--- src/rtl/fsk_demod_if.sv ---
// Sample-in / word-out bundle for the 2-FSK demodulator.
// The master drives DAC samples; the slave returns decoded words and status.
interface fsk_demod_if;
  logic [31:0] tdata_slave;
  logic [31:0] rx_data;
  logic        rx_valid;
  logic        rx_err;
  logic        rx_lock;
  logic [4:0]  rx_bit_cnt;

  modport master (
    output tdata_slave,
    input  rx_data,
    input  rx_valid,
    input  rx_err,
    input  rx_lock,
    input  rx_bit_cnt
  );

  modport slave (
    input  tdata_slave,
    output rx_data,
    output rx_valid,
    output rx_err,
    output rx_lock,
    output rx_bit_cnt
  );
endinterface

--- src/rtl/fsk_demod.sv ---
// Binary-FSK demodulator: classifies each sine cycle by its length between
// rising midscale crossings and packs the bits LSB-first into 32-bit words.
module fsk_demod #(
  parameter logic [15:0] MID_CODE = 16'h8000,
  parameter logic [15:0] HYST     = 16'd1024,
  parameter logic [10:0] T_SPLIT  = 11'd902,
  parameter logic [10:0] T_MIN    = 11'd600,
  parameter logic [10:0] T_MAX    = 11'd1300
) (
  input logic        clk,
  input logic        rst,
  fsk_demod_if.slave bus
);

  typedef enum logic {SYNC, RUN} state_t;

  localparam logic [16:0] HI_TH = {1'b0, MID_CODE} + {1'b0, HYST};
  localparam logic [16:0] LO_TH = {1'b0, MID_CODE} - {1'b0, HYST};
  localparam logic        LO_OK = (MID_CODE >= HYST);
  localparam logic [10:0] T_TO  = T_MAX + 11'd1;

  state_t      r_state;
  logic [15:0] r_samp;
  logic        r_hi;
  logic        r_hi_d;
  logic        r_xc;
  logic [10:0] r_cnt;
  logic [31:0] r_sh;
  logic [31:0] r_data;
  logic        r_valid;
  logic        r_err;
  logic        r_lock;
  logic [4:0]  r_bit_cnt;

  logic        w_set;
  logic        w_clr;
  logic        w_legal;
  logic        w_bit;
  logic [31:0] w_sh;
  logic        w_unused;

  assign w_unused = ^bus.tdata_slave[31:16];

  // Lower threshold is disabled if it would fall below code 0.
  assign w_set   = ({1'b0, r_samp} > HI_TH);
  assign w_clr   = LO_OK && ({1'b0, r_samp} < LO_TH);
  assign w_legal = (r_cnt >= T_MIN) && (r_cnt <= T_MAX);
  assign w_bit   = (r_cnt <= T_SPLIT);

  always_comb begin
    w_sh = r_sh;
    w_sh[r_bit_cnt] = w_bit;
  end

  always_ff @(posedge clk or posedge rst) begin
    if (rst) begin
      r_state   <= SYNC;
      r_samp    <= '0;
      r_hi      <= 1'b0;
      r_hi_d    <= 1'b0;
      r_xc      <= 1'b0;
      r_cnt     <= '0;
      r_sh      <= '0;
      r_data    <= '0;
      r_valid   <= 1'b0;
      r_err     <= 1'b0;
      r_lock    <= 1'b0;
      r_bit_cnt <= '0;
    end else begin
      r_samp  <= bus.tdata_slave[15:0];
      r_hi_d  <= r_hi;
      r_xc    <= r_hi & ~r_hi_d;
      r_valid <= 1'b0;
      r_err   <= 1'b0;
      if (w_set)
        r_hi <= 1'b1;
      else if (w_clr)
        r_hi <= 1'b0;
      if (r_xc)
        r_cnt <= 11'd1;
      else if (r_cnt != 11'h7FF)
        r_cnt <= r_cnt + 11'd1;
      case (r_state)
        SYNC: begin
          if (r_xc) begin
            r_state   <= RUN;
            r_lock    <= 1'b1;
            r_sh      <= '0;
            r_bit_cnt <= '0;
          end
        end
        RUN: begin
          if (r_xc && w_legal) begin
            r_bit_cnt <= r_bit_cnt + 5'd1;
            if (r_bit_cnt == 5'd31) begin
              r_data  <= w_sh;
              r_valid <= 1'b1;
              r_sh    <= '0;
            end else begin
              r_sh <= w_sh;
            end
          end else if (r_xc) begin
            // Bad period: this crossing restarts bit 0.
            r_err     <= 1'b1;
            r_sh      <= '0;
            r_bit_cnt <= '0;
          end else if (r_cnt == T_TO) begin
            r_err     <= 1'b1;
            r_sh      <= '0;
            r_bit_cnt <= '0;
            r_state   <= SYNC;
            r_lock    <= 1'b0;
          end
        end
        default: r_state <= SYNC;
      endcase
    end
  end

  assign bus.rx_data    = r_data;
  assign bus.rx_valid   = r_valid;
  assign bus.rx_err     = r_err;
  assign bus.rx_lock    = r_lock;
  assign bus.rx_bit_cnt = r_bit_cnt;

endmodule

--- src/flat_wrapper.sv ---
// flat-port wrapper written by rule: the top's interface ports become plain ports
module fsk_demod_flat 
#(
  parameter logic [15:0] MID_CODE = 16'h8000,
  parameter logic [15:0] HYST     = 16'd1024,
  parameter logic [10:0] T_SPLIT  = 11'd902,
  parameter logic [10:0] T_MIN    = 11'd600,
  parameter logic [10:0] T_MAX    = 11'd1300
)
  (clk, rst, bus_tdata_slave, bus_rx_data, bus_rx_valid, bus_rx_err, bus_rx_lock, bus_rx_bit_cnt);
  fsk_demod_if bus_i ();
  input logic clk;
  input logic rst;
  input wire logic [$bits(bus_i.tdata_slave)-1:0] bus_tdata_slave;
  output wire logic [$bits(bus_i.rx_data)-1:0] bus_rx_data;
  output wire logic [$bits(bus_i.rx_valid)-1:0] bus_rx_valid;
  output wire logic [$bits(bus_i.rx_err)-1:0] bus_rx_err;
  output wire logic [$bits(bus_i.rx_lock)-1:0] bus_rx_lock;
  output wire logic [$bits(bus_i.rx_bit_cnt)-1:0] bus_rx_bit_cnt;
  assign bus_i.tdata_slave = bus_tdata_slave;
  assign bus_rx_data = bus_i.rx_data;
  assign bus_rx_valid = bus_i.rx_valid;
  assign bus_rx_err = bus_i.rx_err;
  assign bus_rx_lock = bus_i.rx_lock;
  assign bus_rx_bit_cnt = bus_i.rx_bit_cnt;
  fsk_demod #(.MID_CODE(MID_CODE), .HYST(HYST), .T_SPLIT(T_SPLIT), .T_MIN(T_MIN), .T_MAX(T_MAX)) u_core (.clk(clk), .rst(rst), .bus(bus_i));
endmodule
--- config.mk ---
export PLATFORM = sky130hd
export DESIGN_NAME = fsk_demod_flat
export DESIGN_NICKNAME = d
export VERILOG_FILES = /design/src/rtl/fsk_demod_if.sv /design/src/rtl/fsk_demod.sv /design/src/flat_wrapper.sv
export SDC_FILE = /design/constraint.sdc
export NUM_CORES = 1
export LEC_CHECK = 0
export CORE_MARGIN = 3
export CORE_UTILIZATION = 59
export CTS_CLUSTER_SIZE = 16
export DETAILED_ROUTE_END_ITERATION = 10
export GPL_TIMING_DRIVEN = 0
export PLACE_DENSITY = 0.85
export SYNTH_ARGS = -nofsm -noshare
export SYNTH_HDL_FRONTEND = slang
export SYNTH_SLANG_ARGS = --single-unit
--- constraint.sdc ---
create_clock -name clk -period 9.8 [get_ports clk]
set_input_delay 2.94 -clock clk [delete_from_list [all_inputs] [get_ports clk]]
set_output_delay 2.94 -clock clk [all_outputs]
set_load 0.03 [all_outputs]
==> reports/qor.yml <==
placed_design:
  placed_area_um2: 5730
  port_buffers: 57
  dpl.hpwl_um: 7540
  pre_cts_ws_ns: 5.64
  gp_congestion: 0.880
layout:
  num_antenna_cells: 0
  nets: 554
  mostFrequentLayoutCell: "dfrtp_1"
  drive_gt1_share_pct: 10.3
  n_fill_cell: 530
  multiInputGateArea_um2: 2240
  layout_common_cells: "dfrtp_1, clkdlybuf4s50_1, and2_1, a221o_1, o21bai_1"
  area_growth_pct: 18.3
  seqCellArea_um2: 2580
  stdcell_area_um2: 5920
cts:
  clock_path_buffers: 2
  clkTransAtPathRegs_ns: 0.10
  cts_hold_buffers: 0
  htreeDepth: 3
  cts-root-buf: "clkbuf_8"
  cts.sinks: 103
  cts_tree: "done"
  cts_resized: 0
  insertion_delay_ns: 0.37
  cts_inserted_buffers: 9
  postCtsSetupBuffers: 0
worst_setup_path:
  r2r_start: "u_core.bus.rx_bit_cnt[0]"
  rr_worst_depth: 9
  max_stage_delay_ns: 0.74
  crit_chain: "clkdlybuf4s50_1"
  regToRegSetupSlack_ns: 7.11
  r2r_end: "u_core.r_sh[24]"
  crit_path_top_delay_cell: "clkdlybuf4s50_1"
  crit_required_ns: 6.86
  cp-end-kind: "primary output"
  critPathKind: "flip-flop to primary output"
  worstPathMaxFanout: 10
  startpoint_type: "flip-flop"
  path_buf_inv: 1
  critPathArrivalTime_ns: 1.64
  crit_family: "buffers and inverters"
logic_synthesis:
  ys_top_cells_by_area: "dfrtp_1, a221o_1, mux2_1"
  synth-async-reset-ratio_pct: 100
  synth_top_family_by_area: "simple AND/OR/NAND/NOR gates"
  syn_area_um2: 5000
  syn_nets: 485
  synth_top_cell_by_area: "dfrtp_1"
  synth_compound_area_share_pct: 15.9
  seq_area_frac_synth_pct: 51.5
  ys_seq_elements: 103
  synthMuxAreaShare_pct: 7.43
  synthFlopType: "dfrtp_1"
  synth_top_cell_area_share_pct: 51.5
  syn_inst: 443
  synth_edf_count: 0
  synth_xor_area_share_pct: 1.23
  yosys.area_share.simple_pct: 18.2
  ys_warn_count: 0
  synthAdderAreaFrac_pct: 2.00
  yosysUniqueCellTypes: 46
  synth_area_per_cell_um2: 11.3
sta:
  final.setup.tns_ns: 0
  relSlewSlack_pct: 50.6
  report.final.slew_viol_count: 0
  setup_viol: 0
  fmax_mhz: 218
  fin_crit_sh_pct: 46.8
  worst_pin_slew_ns: 0.736
  rsz0062_at_grt: "false"
  worst_slack_ns: 5.22
  hold_viol: 0
  clock_skew_ns: 0.0147
  period_needed_ns: 4.58
  whs_ns: 0.399
global_routing:
  grtUsageMet1_pct: 31.7
  grt_max_degree: 68
  grt_pass1_vias: 3758
  met2_usage_pct: 35.8
  grtUsageMet3_pct: 4.43
  busiest_layer: "met2"
  grt_overflow: 0
  antenna_found_initial: 0
  grtUsageTotal_pct: 22.7
  grt_pass1_wl_um: 17900
power:
  p_sw_uw: 208
  power_density_nw_per_um2: 131
  leakage_uw: 0.00262
  power.total_uw: 776
  intPower_uw: 567
  peakVddDrop_mv: 0.133
  comb_power_share_pct: 9.0
  seq_power_share_pct: 57.7
  clock_power_share_pct: 33.3
  swShare_pct: 26.9
floorplan:
  coreArea_um2: 7970
  io_pins: 74
  dieArea_um2: 9620
  rows: 32
  die_w_um: 98.1
  die_h_um: 98.1
  start_util_pct: 62.8
drt:
  antenna_left: 0
  vias_per_cell: 6.15
  dr_total_vias: 3806
  drc: 0
  dr.pass1.iters: 5
  wl_per_cell_um: 17.4
  drt-initial-drc-count: 314
  routed_wl_um: 10800
min_path:
  worstHoldPathCells: 1
  hp-class: "flip-flop to flip-flop"
  min_to: "u_core.r_xc"
  min_from: "u_core.r_hi_d"
run:
  cap_violations: 0
status:
  status: "complete, no violations"
[through the flow]
| step | std cells | utilization, % |
|---|---|---|
| floorplan | 443 | - |
| global placement | 602 | 71.6 |
| detailed placement | 603 | 72.0 |
| CTS | 619 | 74.3 |
| global route | 619 | 74.3 |
| finish | 619 | 74.3 |
[power groups by stage]
| stage | Combinational (uW) | Sequential (uW) | Clock (uW) |
|---|---|---|---|
| 6_report | 69.9 | 448 | 258 |
| 5_1_grt | 77.6 | 450 | 281 |
| 4_1_cts | 70.2 | 447 | 262 |
| 3_5_place_dp | 70.0 | 456 | 0 |
| 3_3_place_gp | 64.9 | 455 | 0 |
| 2_1_floorplan | 45.5 | 454 | 0 |
[synthesized netlist by cell type (all sizes together) (2+ instances only)]
cell and n:
and3 3, o21ai 2, buf 15, nor3 41, nand2b 2, or4 3, a22o 3, xor2 3
mux2 33, nor2 16, nor2b 8, and2 33, a21o 3, a221o 33, nand2 22, a31oi 4
xnor2 4, or3 3, dfrtp 103, nor4 2, ha 8, a21oi 6, inv 10, o21bai 32
clkbuf 15, nand3 21
[registers in the layout, summed over array words and instances (netlist names)]
name and flops:
u_core.r_sh 32, u_core.r_state 1, u_core.bus.rx_err 1, u_core.bus.rx_valid 1, u_core.r_xc 1, u_core.bus.rx_lock 1, u_core.r_hi 1, u_core.r_cnt 11
u_core.bus.rx_data 32, u_core.r_samp 16, u_core.bus.rx_bit_cnt 5, u_core.r_hi_d 1
[worst max-delay path by stage]
stage,startpoint,to,cells past startpoint
floorplan,rst,u_core.bus.rx_bit_cnt[0],1
global placement,rst,u_core.bus.rx_data[10],2
detailed placement,u_core.bus.rx_bit_cnt[2],bus_rx_bit_cnt[2],1
CTS,u_core.bus.rx_bit_cnt[2],bus_rx_bit_cnt[2],1
global route,u_core.bus.rx_bit_cnt[2],bus_rx_bit_cnt[2],1
finish,u_core.bus.rx_bit_cnt[2],bus_rx_bit_cnt[2],1
[cell families (layout without fill, tap and decap cells)]
| family | Yosys count | in the layout |
|---|---|---|
| simple gates | 159 | 159 |
| buf+inv | 40 | 114 |
| fa+ha+maj | 8 | 8 |
| compound gates | 93 | 93 |
| mux | 33 | 33 |
| xor+xnor | 7 | 7 |
| flops | 103 | 103 |
[final cells by class]
class                      instances  share of cell area [%]
sequential                       103                    43.5
multi-input combinational        300                    37.8
timing repair buffer              58                    10.1
buffer                            30                    2.54
clock buffer                      10                    2.32
tap                              102                    2.16
clock inverter                     6                   0.866
inverter                          10                   0.676
[routing by layer]
metal	part of all wire, %	vias up
met4	2.0	0
met3	6.2	20
met5	0	-
met2	47	155
met1	45	1870
li1	-	1761
Power figures use the tool's default switching activity.
